$ cat src/rtl/matmul_bus_master_if.sv
// Register-file bus between the matmul bus master and the register-file slave.
// Writes are single-cycle (we high for one cycle). Reads are combinational:
// the responder returns rdata for the address driven in the same cycle.
interface matmul_bus_master_if #(
  parameter int ADDR_WIDTH = 32,
  parameter int BUS_WIDTH  = 64,
  parameter int MAX_DIM    = 2
);
  logic [ADDR_WIDTH-1:0] addr;
  logic [BUS_WIDTH-1:0]  wdata;
  logic                  we;
  logic [MAX_DIM-1:0]    strobe;
  logic [BUS_WIDTH-1:0]  rdata;

  modport master (output addr, wdata, we, strobe, input rdata);
  modport slave  (input addr, wdata, we, strobe, output rdata);
endinterface

$ cat src/rtl/matmul_bus_master.sv
// Bus initiator for the matmul register file. It takes one job descriptor,
// streams A then B operand rows, writes CONTROL with start set, polls until
// start clears (or times out), then reads N result rows and the FLAGS word.
module matmul_bus_master #(
  parameter int DATA_WIDTH = 32,
  parameter int BUS_WIDTH  = 64,
  parameter int ADDR_WIDTH = 32,
  parameter int POLL_LIMIT = 1024
) (
  input  logic                 clk_i,
  input  logic                 rst_i,
  // job descriptor
  input  logic                 job_valid_i,
  output logic                 job_ready_o,
  input  logic [1:0]           job_n_i,
  input  logic [1:0]           job_k_i,
  input  logic [1:0]           job_m_i,
  input  logic                 job_mode_i,
  input  logic [1:0]           job_wtgt_i,
  input  logic [1:0]           job_rtgt_i,
  // operand row stream
  input  logic                 op_valid_i,
  output logic                 op_ready_o,
  input  logic [BUS_WIDTH-1:0] op_data_i,
  // register-file bus
  matmul_bus_master_if.master  bus,
  // result stream and status
  output logic                 res_valid_o,
  input  logic                 res_ready_i,
  output logic [BUS_WIDTH-1:0] res_data_o,
  output logic                 res_last_o,
  output logic [BUS_WIDTH-1:0] flags_o,
  output logic                 done_o,
  output logic                 timeout_o
);
  localparam int MAX_DIM = BUS_WIDTH / DATA_WIDTH;
  localparam int RW      = (MAX_DIM > 1) ? $clog2(MAX_DIM) : 1;
  localparam int PW      = (POLL_LIMIT > 1) ? $clog2(POLL_LIMIT) : 1;

  localparam logic [4:0] A_CONTROL = 5'h00;
  localparam logic [4:0] A_OPA     = 5'h04;
  localparam logic [4:0] A_OPB     = 5'h08;
  localparam logic [4:0] A_FLAGS   = 5'h0C;
  localparam logic [4:0] A_SP      = 5'h10;

  typedef struct packed {
    logic       mode;
    logic [1:0] wtgt;
    logic [1:0] rtgt;
    logic [1:0] n;
    logic [1:0] k;
    logic [1:0] m;
  } job_t;

  typedef enum logic [2:0] {
    IDLE, WR_A, WR_B, WR_CTRL, POLL, RD_SP, RD_FLAGS, DONE
  } state_t;

  state_t        st, nxt;
  job_t          job;
  logic [1:0]    row;
  logic [PW-1:0] poll_cnt;
  logic [15:0]   ctrl_word;
  logic          poll_busy;
  logic          poll_expired;

  // Register address: base in [4:0], row index just above it.
  function automatic logic [ADDR_WIDTH-1:0] reg_addr(input logic [4:0] base, input logic [1:0] r);
    reg_addr = ADDR_WIDTH'(base) | (ADDR_WIDTH'(r[RW-1:0]) << 5);
  endfunction

  assign ctrl_word    = {2'b00, job.m, job.k, job.n, 2'b00, job.rtgt, job.wtgt, job.mode, 1'b1};
  assign poll_busy    = bus.rdata[0];
  assign poll_expired = (poll_cnt == PW'(POLL_LIMIT - 1));

  // State register; reset drops straight to IDLE so no write can follow it.
  always_ff @(posedge clk_i or posedge rst_i) begin
    if (rst_i) st <= IDLE;
    else       st <= nxt;
  end

  // Next state and bus/handshake outputs; every bus output idles at zero.
  always_comb begin
    nxt         = st;
    job_ready_o = 1'b0;
    op_ready_o  = 1'b0;
    done_o      = 1'b0;
    bus.addr    = '0;
    bus.wdata   = '0;
    bus.we      = 1'b0;
    bus.strobe  = '0;
    unique case (st)
      IDLE: begin
        job_ready_o = 1'b1;
        if (job_valid_i) nxt = WR_A;
      end
      WR_A, WR_B: begin
        op_ready_o = 1'b1;
        if (op_valid_i) begin
          bus.we     = 1'b1;
          bus.addr   = reg_addr((st == WR_A) ? A_OPA : A_OPB, row);
          bus.wdata  = op_data_i;
          bus.strobe = '1;
          if (st == WR_A && row == job.n) nxt = WR_B;
          if (st == WR_B && row == job.k) nxt = WR_CTRL;
        end
      end
      WR_CTRL: begin
        bus.we     = 1'b1;
        bus.addr   = reg_addr(A_CONTROL, 2'd0);
        bus.wdata  = BUS_WIDTH'(ctrl_word);
        bus.strobe = '1;
        nxt        = POLL;
      end
      POLL: begin
        bus.addr = reg_addr(A_CONTROL, 2'd0);
        if (!poll_busy)        nxt = RD_SP;
        else if (poll_expired) nxt = DONE;
      end
      RD_SP: begin
        bus.addr = reg_addr(A_SP, row);
        if (res_valid_o && res_ready_i && res_last_o) nxt = RD_FLAGS;
      end
      RD_FLAGS: begin
        bus.addr = reg_addr(A_FLAGS, 2'd0);
        nxt      = DONE;
      end
      DONE: begin
        done_o = 1'b1;
        nxt    = IDLE;
      end
      default: nxt = IDLE;
    endcase
  end

  // Descriptor latch, row/poll counters, result buffer and status capture.
  always_ff @(posedge clk_i or posedge rst_i) begin
    if (rst_i) begin
      job         <= '0;
      row         <= '0;
      poll_cnt    <= '0;
      res_valid_o <= 1'b0;
      res_last_o  <= 1'b0;
      res_data_o  <= '0;
      flags_o     <= '0;
      timeout_o   <= 1'b0;
    end else begin
      unique case (st)
        IDLE: if (job_valid_i) begin
          job       <= '{mode: job_mode_i, wtgt: job_wtgt_i, rtgt: job_rtgt_i,
                         n: job_n_i, k: job_k_i, m: job_m_i};
          row       <= '0;
          poll_cnt  <= '0;
          timeout_o <= 1'b0;
          flags_o   <= '0;
        end
        WR_A: if (op_valid_i) row <= (row == job.n) ? 2'd0 : row + 2'd1;
        WR_B: if (op_valid_i) row <= (row == job.k) ? 2'd0 : row + 2'd1;
        WR_CTRL: poll_cnt <= '0;
        POLL: begin
          if (!poll_busy) row <= '0;
          else begin
            poll_cnt <= poll_cnt + PW'(1);
            if (poll_expired) timeout_o <= 1'b1;
          end
        end
        RD_SP: begin
          // One-entry buffer: load when empty, advance row only on handshake.
          if (!res_valid_o) begin
            res_valid_o <= 1'b1;
            res_data_o  <= bus.rdata;
            res_last_o  <= (row == job.n);
          end else if (res_ready_i) begin
            res_valid_o <= 1'b0;
            res_last_o  <= 1'b0;
            row         <= row + 2'd1;
          end
        end
        RD_FLAGS: flags_o <= bus.rdata;
        default: ;
      endcase
    end
  end
endmodule
$ cat src/flat_wrapper.sv
// flat-port wrapper written by rule: the top's interface ports become plain ports
module matmul_bus_master_flat 
#(
  parameter int DATA_WIDTH = 32,
  parameter int BUS_WIDTH  = 64,
  parameter int ADDR_WIDTH = 32,
  parameter int POLL_LIMIT = 1024
)
  (clk_i, rst_i, job_valid_i, job_ready_o, job_n_i, job_k_i, job_m_i, job_mode_i, job_wtgt_i, job_rtgt_i, op_valid_i, op_ready_o, op_data_i, res_valid_o, res_ready_i, res_data_o, res_last_o, flags_o, done_o, timeout_o, bus_addr, bus_wdata, bus_we, bus_strobe, bus_rdata);
  matmul_bus_master_if #(.ADDR_WIDTH(ADDR_WIDTH), .BUS_WIDTH(BUS_WIDTH)) bus_i ();
  input  logic clk_i;
  input  logic rst_i;
  input  logic job_valid_i;
  output logic job_ready_o;
  input  logic [1:0] job_n_i;
  input  logic [1:0] job_k_i;
  input  logic [1:0] job_m_i;
  input  logic job_mode_i;
  input  logic [1:0] job_wtgt_i;
  input  logic [1:0] job_rtgt_i;
  input  logic op_valid_i;
  output logic op_ready_o;
  input  logic [BUS_WIDTH-1:0] op_data_i;
  output logic res_valid_o;
  input  logic res_ready_i;
  output logic [BUS_WIDTH-1:0] res_data_o;
  output logic res_last_o;
  output logic [BUS_WIDTH-1:0] flags_o;
  output logic done_o;
  output logic timeout_o;
  output wire logic [$bits(bus_i.addr)-1:0] bus_addr;
  output wire logic [$bits(bus_i.wdata)-1:0] bus_wdata;
  output wire logic [$bits(bus_i.we)-1:0] bus_we;
  output wire logic [$bits(bus_i.strobe)-1:0] bus_strobe;
  input wire logic [$bits(bus_i.rdata)-1:0] bus_rdata;
  assign bus_addr = bus_i.addr;
  assign bus_wdata = bus_i.wdata;
  assign bus_we = bus_i.we;
  assign bus_strobe = bus_i.strobe;
  assign bus_i.rdata = bus_rdata;
  matmul_bus_master #(.DATA_WIDTH(DATA_WIDTH), .BUS_WIDTH(BUS_WIDTH), .ADDR_WIDTH(ADDR_WIDTH), .POLL_LIMIT(POLL_LIMIT)) u_core (.clk_i(clk_i), .rst_i(rst_i), .job_valid_i(job_valid_i), .job_ready_o(job_ready_o), .job_n_i(job_n_i), .job_k_i(job_k_i), .job_m_i(job_m_i), .job_mode_i(job_mode_i), .job_wtgt_i(job_wtgt_i), .job_rtgt_i(job_rtgt_i), .op_valid_i(op_valid_i), .op_ready_o(op_ready_o), .op_data_i(op_data_i), .bus(bus_i), .res_valid_o(res_valid_o), .res_ready_i(res_ready_i), .res_data_o(res_data_o), .res_last_o(res_last_o), .flags_o(flags_o), .done_o(done_o), .timeout_o(timeout_o));
endmodule
$ cat config.mk
export PLATFORM = sky130hd
export DESIGN_NAME = matmul_bus_master_flat
export DESIGN_NICKNAME = d
export VERILOG_FILES = /design/src/rtl/matmul_bus_master_if.sv /design/src/rtl/matmul_bus_master.sv /design/src/flat_wrapper.sv
export SDC_FILE = /design/constraint.sdc
export NUM_CORES = 1
export LEC_CHECK = 0
export ABC_AREA = 1
export BUFFER_PORTS_ARGS = -buffer_cell sky130_fd_sc_hd__buf_2
export CAP_MARGIN = 10
export CORE_MARGIN = 8
export CORE_UTILIZATION = 30
export DETAILED_ROUTE_END_ITERATION = 6
export GPL_TIMING_DRIVEN = 0
export PLACE_DENSITY_LB_ADDON = 0.05
export SYNTH_ARGS = -nofsm -noshare
export SYNTH_HDL_FRONTEND = slang
export SYNTH_SLANG_ARGS = --single-unit
$ cat constraint.sdc
create_clock -name clk_i -period 7.7 [get_ports clk_i]
set_input_delay 1.54 -clock clk_i [delete_from_list [all_inputs] [get_ports clk_i]]
set_output_delay 1.54 -clock clk_i [all_outputs]
set_load 0.03 [all_outputs]
==> out/qor.yml <==
outcome:
  status: "finished clean"
place:
  place.gp.congestion: 0.792
  numPortBuffers: 348
  placed_area_um2: 10000
  dp_hpwl_um: 21400
setup_path:
  slowest_delay_ns: 0.38
  cp_num_buf_inv: 4
  path_class: "in2out"
  timing.rr.end: "u_core.flags_o[15]$_DFFE_PP0P_"
  critPathTopFamily: "buffers and inverters"
  cp.required_ns: 6.16
  rrSetupSlack_ns: 5.57
  start_kind: "primary input"
  crit_start: "op_valid_i"
  critPathSlowestCell: "clkbuf_1"
  critPathMostFrequentCell: "buf_2"
  reg2reg_depth: 6
  r2r_start: "u_core.st[0]$_DFFE_PP0P_"
  crit_chain: "buf_2 -> buf_2 -> clkbuf_1 -> nand2_1 -> nor2_1 -> buf_2"
  critPathMaxFanout: 10
  critPathArrivalTime_ns: 2.69
  endpoint_kind: "output port"
timing:
  worst_pin_slew_ns: 0.536
  grt_setup_unrepaired: "false"
  min_period_over_period_pct: 55.0
  finalSetupViolCount: 0
  fin_skew_ns: 0.0141
  final.min_clock_period_ns: 4.23
  drv_slew: 0
  timing.fmax_ghz: 0.236
  relSlewSlack_pct: 64.3
  hold_viol: 0
drt:
  vias: 7302
  drtPass1Iterations: 6
  drtIter0Drc: 367
  wl_per_cell_um: 16.8
  drc: 0
  via_per_inst: 4.44
  routed_wl_um: 27600
  ant_nets: 0
clock_tree:
  cts_buffer_depth: 2
  path_clk_slew_ns: 0.08
  postCtsSetupBuffers: 0
  cts_buffers: 17
  cts_tree: "built"
  clk_latency_ns: 0.43
  cts_max_level: 4
  clock-sinks: 157
  ctsResizeCount: 0
  root_buffer: "clkbuf_16"
  hold_buffers: 0
power_and_ir_drop:
  leakage_nw: 6.04
  power_density_nw_per_um2: 471
  vdd_ir_drop_max_mv: 0.194
grt:
  grt_pass1_wl_um: 42900
  grt_max_degree: 101
  grt_antenna_before_repair: 3
  grt_usage_pct: 17.4
  grt.overflow.total: 0
  grt_pass1_vias: 7536
logic_synthesis:
  syn_inst: 904
  avgSynthCellArea_um2: 8.55
  synth.distinct_cells: 36
  netlist_area_um2: 7720
  ys_seq_area_share_pct: 50.9
  synth-seq-cells: 157
  yosysWarnings: 0
worst_hold_path:
  hold_path_depth: 2
  hp-class: "reg2reg"
  hold-path-endpoint: "u_core.res_data_o[31]$_DFFE_PP0P_"
  hold_start: "u_core.res_data_o[31]$_DFFE_PP0P_"
floorplan:
  num_rows: 58
  die-height_um: 176
  io_pins: 377
  die_width_um: 176
  die_area_um2: 31100
  initial_utilization_pct: 30.6
  core_um2: 25300
cells_and_area:
  syn2layout_area_growth_pct: 37.4
  nets: 1448
  fin_util_pct: 42.0
  drive_above_1_share_pct: 39.3
  fin_area_um2: 10600
flow_run:
  cap_violations: 0
==> layout by cell type, fill, tap and decap left out, types with 4 or more instances in the layout <==
cell type	n
a21oi_1	6
a32o_1	5
buf_2	365
buf_4	31
buf_6	15
clkbuf_1	18
clkbuf_16	17
clkinv_8	4
conb_1	28
dfrtp_1	157
ha_1	5
inv_1	98
inv_2	6
inv_4	4
inv_6	4
inv_8	5
nand2_1	206
nand2_4	5
nand3_1	88
nand4_1	6
nor2_1	60
o21ai_0	85
o21ai_1	23
o21ai_2	41
==> cell families after synthesis <==
logic type / share of synthesized area, %
AND/OR/NAND/NOR: 21.6
buffers and inverters: 12.9
AO/OA/AOI/OAI: 13.3
flip-flops: 50.9
XOR/XNOR: 0.567
adder cells (fa/ha/maj): 0.810
other: 0.0485
==> registers in the layout, indices dropped and copies added (netlist names) <==
name                count
u_core.flags_o         64
u_core.res_data_o      64
u_core.ctrl_word       11
u_core.poll_cnt        10
u_core.st               3
u_core.row              2
u_core.res_last_o       1
u_core.res_valid_o      1
u_core.timeout_o        1
==> how the worst max path moves through the flow <==
stage	endpoint	slack, ns	depth (start not counted)
4_1_cts	bus_wdata[6]	3.45	6
2_1_floorplan	u_core.ctrl_word[10]$_DFFE_PP0P_	1.93	1
3_5_place_dp	bus_wdata[6]	3.46	6
3_3_place_gp	u_core.st[0]$_DFFE_PP0P_	-0.35	2
6_report	bus_wdata[31]	3.47	6
5_1_grt	bus_wdata[23]	3.29	6
==> area by class of cell <==
| type | count | area [um2] |
|---|---|---|
| Antenna cell | 2 | 5.00 |
| Sequential cell | 157 | 3930 |
| Multi-Input combinational cell | 583 | 2900 |
| Buffer | 82 | 574 |
| Fill cell | 2707 | 14600 |
| Timing Repair Buffer | 349 | 1770 |
| Tap cell | 330 | 413 |
| Inverter | 109 | 427 |
| Clock inverter | 15 | 166 |
| Clock buffer | 17 | 425 |
==> Yosys cell counts, drive strengths merged <==
master  count  share of area [%]
a211oi      1              0.097
a21oi       7               0.50
a32o        5               0.65
buf        64                6.6
clkbuf     18               0.87
conb        1              0.049
dfrtp     157                 51
ha          5               0.81
inv       109                5.4
nand2     217                 12
nand3      89                5.8
nand4       6               0.49
nor2       64                3.3
nor3        2               0.13
o21a        1              0.097
o21ai     149                 12
o21bai      1              0.097
o22ai       1              0.081
o31ai       1              0.097
or2         1              0.081
xnor2       3               0.34
xor2        2               0.23
==> metal layers <==
metal	global-route usage [%]	wire length, um
met1	20.6	11400
met4	5.32	575
met3	6.60	2510
met2	28.8	13200
met5	0	16
==> power by group <==
part | switching (mW) | total (mW) | internal, mW | leakage (nW)
clock | 0.407 | 0.844 | 0.437 | 0.288
combinational | 1.94 | 2.71 | 0.772 | 3.75
sequential | 0.227 | 1.45 | 1.22 | 2.00
total | 2.57 | 5.00 | 2.43 | 6.04
==> per-stage QoR <==
step                setup WS (ns)  total power [mW]  hold WS (ns)  TNS (ns)  instances
floorplan                    1.93              3.33         0.442         0        931
global placement           -0.355              4.20         0.462    -54.54       1609
detailed placement           3.46              4.21         0.465         0       1610
CTS                          3.45              5.08         0.480         0       1642
global route                 3.29              5.34         0.498         0       1642
finish                       3.47              5.00         0.478         0       1644
==> worst min-delay path, delay by kind of cell, from the launching register on <==
kind | cells | cell delay, ns
flip-flops | 1 | 0.34
AO/OA/AOI/OAI | 1 | 0.05
AND/OR/NAND/NOR | 1 | 0.06
(Power assumes the default switching activity.)
